`config.mk`:
```
export PLATFORM = sky130hd
export DESIGN_NAME = uart_rx_fifo
export DESIGN_NICKNAME = d
export VERILOG_FILES = /design/src/rtl/uart_rx_fifo.sv
export SDC_FILE = /design/constraint.sdc
export NUM_CORES = 1
export LEC_CHECK = 0
export CAP_MARGIN = 15
export CORE_ASPECT_RATIO = 2
export CORE_UTILIZATION = 57
export CTS_CLUSTER_SIZE = 28
export DETAILED_ROUTE_END_ITERATION = 8
export PLACE_DENSITY = 0.83
export SLEW_MARGIN = 20
export SYNTH_ARGS = -nofsm -noshare
export SYNTH_HDL_FRONTEND = slang
export SYNTH_SLANG_ARGS = --single-unit
```
`constraint.sdc`:
```
create_clock -name clk -period 2.49 [get_ports clk]
set_input_delay 0.498 -clock clk [delete_from_list [all_inputs] [get_ports clk]]
set_output_delay 0.498 -clock clk [all_outputs]
set_load 0.05 [all_outputs]
```
`src/rtl/uart_rx_fifo.sv`:
```
// ---------------------------------------------------------------------------
// uart_rx_fifo
// Byte FIFO between the UART receiver (or ALU result) and its consumer.
// It is first-word-fall-through: o_r_data always shows the head entry.
// The full and empty flags are registered and come from a next-pointer compare,
// so there is no separate count register.
//
// Optional feature macro: FIFO_ERR_FLAGS_EN
//   When it is defined, the block adds the sticky o_overflow and o_underflow
//   flags, which clear only on i_reset.
//
// Ports
//   clk          system clock, rising edge
//   i_reset      asynchronous, active-high reset
//   i_wr         push request, one byte per cycle
//   i_w_data     byte to push
//   i_rd         pop request, one byte per cycle
//   o_r_data     head-of-queue byte, valid while ~o_empty
//   o_empty      no bytes stored
//   o_full       2**W bytes stored
//   o_overflow   [FIFO_ERR_FLAGS_EN] sticky: push seen while full without pop
//   o_underflow  [FIFO_ERR_FLAGS_EN] sticky: pop seen while empty
// ---------------------------------------------------------------------------
module uart_rx_fifo #(
    parameter int unsigned B = 8,
    parameter int unsigned W = 2
) (
    input  logic         clk,
    input  logic         i_reset,
    input  logic         i_wr,
    input  logic [B-1:0] i_w_data,
    input  logic         i_rd,
    output logic [B-1:0] o_r_data,
    output logic         o_empty,
    output logic         o_full
`ifdef FIFO_ERR_FLAGS_EN
   ,output logic         o_overflow,
    output logic         o_underflow
`endif
);

    localparam int unsigned DEPTH = 1 << W;

    logic [B-1:0] mem_q [DEPTH];
    logic [W-1:0] wp_q, wp_d;
    logic [W-1:0] rp_q, rp_d;
    logic         empty_q, empty_d;
    logic         full_q, full_d;
    logic         wr_en, rd_en;
    logic [W-1:0] wp_succ, rp_succ;

    assign wp_succ = wp_q + W'(1);
    assign rp_succ = rp_q + W'(1);

    // A push into a full FIFO is accepted only when a pop frees the slot in the same cycle.
    // A pop from an empty FIFO is always ignored.
    assign wr_en = i_wr & (~full_q | i_rd);
    assign rd_en = i_rd & ~empty_q;

    // Next-state logic for the pointers and flags.
    always_comb begin
        wp_d    = wp_q;
        rp_d    = rp_q;
        empty_d = empty_q;
        full_d  = full_q;
        if (wr_en) wp_d = wp_succ;
        if (rd_en) rp_d = rp_succ;
        unique case ({wr_en, rd_en})
            2'b10: begin
                empty_d = 1'b0;
                full_d  = (wp_succ == rp_q);
            end
            2'b01: begin
                full_d  = 1'b0;
                empty_d = (rp_succ == wp_q);
            end
            default: ;  // idle, or a simultaneous push and pop: the count does not change
        endcase
    end

    // State registers for the pointers and flags.
    always_ff @(posedge clk or posedge i_reset) begin
        if (i_reset) begin
            wp_q    <= '0;
            rp_q    <= '0;
            empty_q <= 1'b1;
            full_q  <= 1'b0;
        end else begin
            wp_q    <= wp_d;
            rp_q    <= rp_d;
            empty_q <= empty_d;
            full_q  <= full_d;
        end
    end

    // Storage array. Its contents are deliberately not reset.
    always_ff @(posedge clk) begin
        if (wr_en) mem_q[wp_q] <= i_w_data;
    end

    assign o_r_data = mem_q[rp_q];
    assign o_empty  = empty_q;
    assign o_full   = full_q;

`ifdef FIFO_ERR_FLAGS_EN
    logic overflow_q, overflow_d;
    logic underflow_q, underflow_d;

    // Sticky error flags. Once set, they stay set until i_reset.
    always_comb begin
        overflow_d  = overflow_q | (i_wr & full_q & ~i_rd);
        underflow_d = underflow_q | (i_rd & empty_q);
    end

    always_ff @(posedge clk or posedge i_reset) begin
        if (i_reset) begin
            overflow_q  <= 1'b0;
            underflow_q <= 1'b0;
        end else begin
            overflow_q  <= overflow_d;
            underflow_q <= underflow_d;
        end
    end

    assign o_overflow  = overflow_q;
    assign o_underflow = underflow_q;
`endif

endmodule

```
After elaboration in Yosys (flattened, before gate mapping)
Memories as Yosys holds them, arrays and structs flattened.
Cells that the tools add are included.
Widths: inputs -> output; s select.
{ "totals": {"n_memories": 1, "wordCells": 21, "ram_bits": 32, "ff_bits": 6} }
{ "mem_list": {"columns": ["name", "depth", "width", "read_ports", "rd_ports_with_merged_regs", "wr", "line_no", "text"], "rows": [
  ["mem_q", 4, 8, 1, 0, 1, "44", "logic [B-1:0] mem_q [DEPTH];"]
]} }
{ "op_classes": {"bitwise_logic": 5, "eq_ne": 4, "n_mux": 4, "add_sub_neg": 2, "reduce_logical": 1} }
{ "op_table": {"columns": ["operator", "n"], "rows": [
  ["$add 2x1->2 const B", 2],
  ["$eq 2x2->1", 2],
  ["$pmux 1 s2", 2],
  ["$and 1x1->1", 2],
  ["$eq 2x1->1 const B", 1],
  ["$eq 2x2->1 const B", 1],
  ["$mux 1", 2],
  ["$not 1->1", 2],
  ["$reduce_bool 2->1", 1],
  ["$or 1x1->1", 1]
]} }

Depth between registers and ports, before layout
{ "depth": {"depth_word": 5, "mapped_depth": 7} }

Worst setup path after synthesis
Ideal clock, no wire load.
{ "synth_timing": {"path_kind": "register to register", "start": "register full_q, in the netlist o_full", "end": "register empty_q, in the netlist o_empty", "path_slack_ps": 673, "arrival_time_ps": 1755, "setup_ps": 62, "stages_incl_launch_ff": 8, "t_required_ps": 2428, "path_cell_list": "dfrtp_1 > inv_1 > o21a_1 > inv_1 > ha_1 > nand2b_1 > nor4_1 > a221o_1"} }
{ "synth_between": {"elab_chain_len": 5, "elab_cells_between_ends": 7} }
{ "synth_lines": {"columns": ["element", "line_no", "text"], "rows": [
  ["start, declared", "48", "logic full_q, full_d;"],
  ["start signal, assigned", "92", "full_q <= full_d;"],
  ["$not 1->1 *", "57", "assign wr_en = i_wr & (~full_q | i_rd);"],
  ["$or 1x1->1 *", "57", null],
  ["$and 1x1->1 *", "57", null],
  ["$eq 2x1->1 or $eq 2x2->1 (tied branches)", "68", "unique case ({wr_en, rd_en})"],
  ["$pmux 1 s2 or $reduce_bool 2->1 (tied branches)", null, null],
  ["end signal, assigned", "91", "empty_q <= empty_d;"],
  ["end, declared", "47", "logic empty_q, empty_d;"]
]} }
Mark *: on every way between the ends. The rest lies on a longest branch, timed or not.
A chain may end at the register's enable or synchronous reset.

Worst setup path in the final report
{ "layout_timing": {"start": "register rp_q[0]", "end": "output o_r_data[2]"} }
{ "layout_between": {"elab_chain_len": 1} }
{ "layout_lines": {"columns": ["element", "line_no", "text"], "rows": [
  ["start, declared", "46", "logic [W-1:0] rp_q, rp_d;"],
  ["start signal, assigned", "90", "rp_q <= rp_d;"],
  ["$mem_v2 4x8", null, null],
  ["end, declared", "33", "output logic [B-1:0] o_r_data,"]
]} }
No other way between the ends.

==> tab_implementation.tex <==
\begin{tabular}{lr}
\hline
Metric & Value \\
\hline
\multicolumn{2}{l}{\textbf{Status}} \\
Result of the run & complete, no violations \\
\multicolumn{2}{l}{\textbf{Critical path}} \\
Startpoint-to-endpoint class of the critical path & reg2out \\
FF-to-FF End & o\_empty \\
Worst-path maximum fanout & 13 \\
Data required time at the worst endpoint & roughly 2.0 ns \\
Worst reg2reg setup slack & approximately 0.74 ns \\
Sort of element at the end of the critical path & primary output \\
Worst path arrival time & between 1.5 and 2 ns \\
Worst setup endpoint & o\_r\_data[2] \\
Startpoint kind of the worst setup timing path & flip-flop \\
Beginning of the worst register-to-register path & o\_full \\
Reg2Reg Depth & 7 \\
Timing startpoint of the critical path & rp\_q[0] \\
\multicolumn{2}{l}{\textbf{STA}} \\
Slew Limit Fails & 0 \\
Crit share post-route & 89.1\% \\
Minimum clock period after layout & approximately 2.2 ns \\
Least-Margin Pin Slew & 0.526 ns \\
Maximum achievable frequency & between 400 and 500 MHz \\
Worst max-slew margin expressed relative to the limit & approximately two thirds \\
Count of endpoints failing setup in the final report & 0 \\
Unrepaired setup endpoints after global routing & no \\
Worst Skew & between 0.004 and 0.005 ns \\
Number of hold-slack violations in the final timing report & 0 \\
Setup TNS & 0 ns \\
\multicolumn{2}{l}{\textbf{GRT}} \\
Via count of the first global-routing pass & a little under 900 \\
Global-route wire length before repair & 4130 um \\
Antenna violations before repair & 0 \\
Maximum number of pins on one net before global-route repair & 14 \\
Global-route usage over all layers & between 20\% and 30\% \\
Grt ovf & 0 \\
\multicolumn{2}{l}{\textbf{Routing}} \\
Average wire length per cell after detail routing & between 15 and 20 um \\
Detailed-router iteration count before antenna repair & 4 \\
Final antenna-violating net count & 0 \\
Via count & 767 \\
Vias/cell & 5.77 \\
First-iteration detailed-routing DRC count & 23 \\
Final routed wirelength across all metal layers & around 2600 um \\
Number of remaining DRC errors & 0 \\
\multicolumn{2}{l}{\textbf{Layout}} \\
Layout cells sized above 1 & 22.9\% \\
Area Growth Syn to Fin & 19.4\% \\
Multi-input gate area in the final layout & slightly above 400 um2 \\
Fin cells & 133 \\
Final Net Count & about 120 \\
Number of diodes & 0 \\
Fin area & about 1900 um2 \\
Register area & $\sim$1100 um2 \\
\# fillers & about 150 \\
\multicolumn{2}{l}{\textbf{Floorplan}} \\
Die height & roughly 76 um \\
Die area & about 3000 um2 \\
Standard cell core area & between 2000 and 3000 um2 \\
Num ports & 22 \\
Row cnt & 26 \\
Width of the chip & just under 40 um \\
Starting density of the core & approximately three fifths \\
\multicolumn{2}{l}{\textbf{Synthesis}} \\
Flip-flop and latch count after synthesis & 38 \\
Synthesized area per cell & $\sim$20 um2 \\
Leading post-synthesis cells by cell area & sky130\_fd\_sc\_hd\_\_edfxtp\_1 62\%, sky130\_fd\_sc\_hd\_\_dfrtp\_1 8.0\%, sky130\_fd\_sc\_hd\_\_mux4\_2 7.2\% \\
Yosys top cell area share & between 60 and 70\% \\
Cell types with the highest counts after synthesis & 32 x sky130\_fd\_sc\_hd\_\_edfxtp\_1, 5 x sky130\_fd\_sc\_hd\_\_dfrtp\_1, 5 x sky130\_fd\_sc\_hd\_\_ha\_1, 5 x sky130\_fd\_sc\_hd\_\_inv\_1, 5 x sky130\_fd\_sc\_hd\_\_mux4\_2 \\
Library cell occupying the most area in the post-synthesis netlist & sky130\_fd\_sc\_hd\_\_edfxtp\_1 \\
Top\_reg\_cell synth & sky130\_fd\_sc\_hd\_\_edfxtp\_1 \\
Number of flops mapped to enable cells by yosys & 32 \\
Ys async rst share & between 15 and 20\% \\
Post-Synthesis Cell Area & between 1500 and 2000 um2 \\
Warnings, synthesis & 0 \\
Sequential share of the synthesized area & 71.4\% \\
Synthesized netlist net count & 95 \\
Cell with the most instances after synthesis & sky130\_fd\_sc\_hd\_\_edfxtp\_1 \\
Number of instances in the synthesized netlist & 78 \\
Distinct cells, synth & 21 \\
\multicolumn{2}{l}{\textbf{Clock tree}} \\
Clock H-tree levels & 2 \\
CTS tree & yes \\
Clock insertion delay at the later pin of the skew report & between 0.2 and 0.3 ns \\
Post-CTS setup-driven buffer insertion count & 0 \\
Num Clock Sinks & 38 \\
Clock transition time at the flip-flop clock pins of the worst setup and hold paths & roughly 0.070 ns \\
Maximum root-to-sink buffer count & 2 \\
Post-CTS Hold Buffers & 0 \\
Master cell of the clock root buffer & sky130\_fd\_sc\_hd\_\_clkbuf\_8 \\
Total CTS buffers & 5 \\
\multicolumn{2}{l}{\textbf{Placement}} \\
Routability cong. & roughly 0.73 \\
Number of placed instances, taps included & around 130 \\
Area of placed instances & 1770 um2 \\
Final HPWL from detailed placement & about 1800 um \\
Count of buffers inserted at the top-level ports & 21 \\
\multicolumn{2}{l}{\textbf{Pwr}} \\
Post-route total power & 2370 uW \\
IR drop worst, VDD & 811 uV \\
Leakage power & roughly 0.00068 uW \\
PD cells & around 1300 nW/um2 \\
\multicolumn{2}{l}{\textbf{Flow run}} \\
Max\_cap viols & 0 \\
\multicolumn{2}{l}{\textbf{Min path}} \\
HP Class & in2async \\
\hline
\end{tabular}
==> flip-flops by register name, indices dropped and copies added, names as in the netlist <==
name / cells
wp_q: 2
rp_q: 2
mem_q: 32
o_empty: 1
o_full: 1
==> stage by stage <==
| step | util, % | worst slack (ns) | hold slack, ns |
|---|---|---|---|
| floorplan | - | 0.673 | 0.288 |
| global placement | 68.7 | 0.300 | 0.507 |
| detailed placement | 68.7 | 0.150 | 0.495 |
| CTS | 72.3 | 0.0282 | 0.428 |
| global route | 72.3 | 0.203 | 0.449 |
| finish | 72.3 | 0.271 | 0.429 |
==> worst min-delay path by stage <==
| stage | slack, ns | depth (start not counted) | end |
|---|---|---|---|
| finish | 0.43 | 2 | rp_q[0] |
| global route | 0.45 | 2 | o_full |
| CTS | 0.43 | 2 | rp_q[0] |
| detailed placement | 0.49 | 2 | o_full |
| global placement | 0.51 | 2 | o_full |
| floorplan | 0.29 | 1 | o_full |
==> routing by layer <==
metal  part of all wire (%)  global-route usage [%]  vias up
met2                     56                    34.5       25
met3                    4.4                    5.56       10
met4                    3.6                    15.9        0
met1                     36                    23.4      379
li1                       -                       -      353
met5                      0                       0        -
==> timing repair <==
action	4_1_cts	5_1_grt
resized for setup	0	1
endpoints found under the hold margin	0	0
endpoints found under the setup margin	0	3
==> where the power goes <==
group	internal [uW]	total [uW]	switching [uW]
Sequential	851	997	147
Clock	223	419	196
Combinational	377	956	579
==> critical path, cell delays in order (launching register included) <==
cell                      delay, ns
sky130_fd_sc_hd__dfrtp_2       0.60
sky130_fd_sc_hd__mux4_1        0.62
sky130_fd_sc_hd__buf_4         0.21
==> placed cells by master, fill, tap and decap left out <==
cell and instances:
sky130_fd_sc_hd__edfxtp_1 32, sky130_fd_sc_hd__nor2b_1 1, sky130_fd_sc_hd__clkbuf_8 6, sky130_fd_sc_hd__nor3b_1 1, sky130_fd_sc_hd__o41ai_2 1, sky130_fd_sc_hd__clkdlybuf4s50_1 13, sky130_fd_sc_hd__mux2_2 1, sky130_fd_sc_hd__nand2_1 2
sky130_fd_sc_hd__dfstp_2 1, sky130_fd_sc_hd__and2_1 4, sky130_fd_sc_hd__nor4_1 1, sky130_fd_sc_hd__clkbuf_1 1, sky130_fd_sc_hd__nand2b_1 1, sky130_fd_sc_hd__ha_1 5, sky130_fd_sc_hd__clkinv_2 1, sky130_fd_sc_hd__xor2_1 3
sky130_fd_sc_hd__inv_1 5, sky130_fd_sc_hd__xnor2_1 3, sky130_fd_sc_hd__dfrtp_2 1, sky130_fd_sc_hd__dfrtp_1 4, sky130_fd_sc_hd__mux4_1 3, sky130_fd_sc_hd__mux4_2 5, sky130_fd_sc_hd__a221o_1 1, sky130_fd_sc_hd__o21a_1 1
sky130_fd_sc_hd__buf_4 8
==> cell type report <==
class | instances | area share [%]
Sequential cell | 38 | 59.9
Inverter | 5 | 1.01
Clock buffer | 7 | 4.64
Clock inverter | 1 | 0.269
Multi-Input combinational cell | 33 | 22.1
Timing Repair Buffer | 21 | 10.2
Tap cell | 28 | 1.88
==> cells by family (layout without fill, tap and decap cells) <==
logic type	after synthesis	after routing	share of synthesized area, %
mux	9	9	13.0
xor+xnor	6	6	3.37
compound gates	3	3	2.17
flops	38	38	71.4
fa+ha+maj	5	5	4.02
buf+inv	7	34	2.25
simple gates	10	10	3.78
Power figures use the tool's default switching activity.
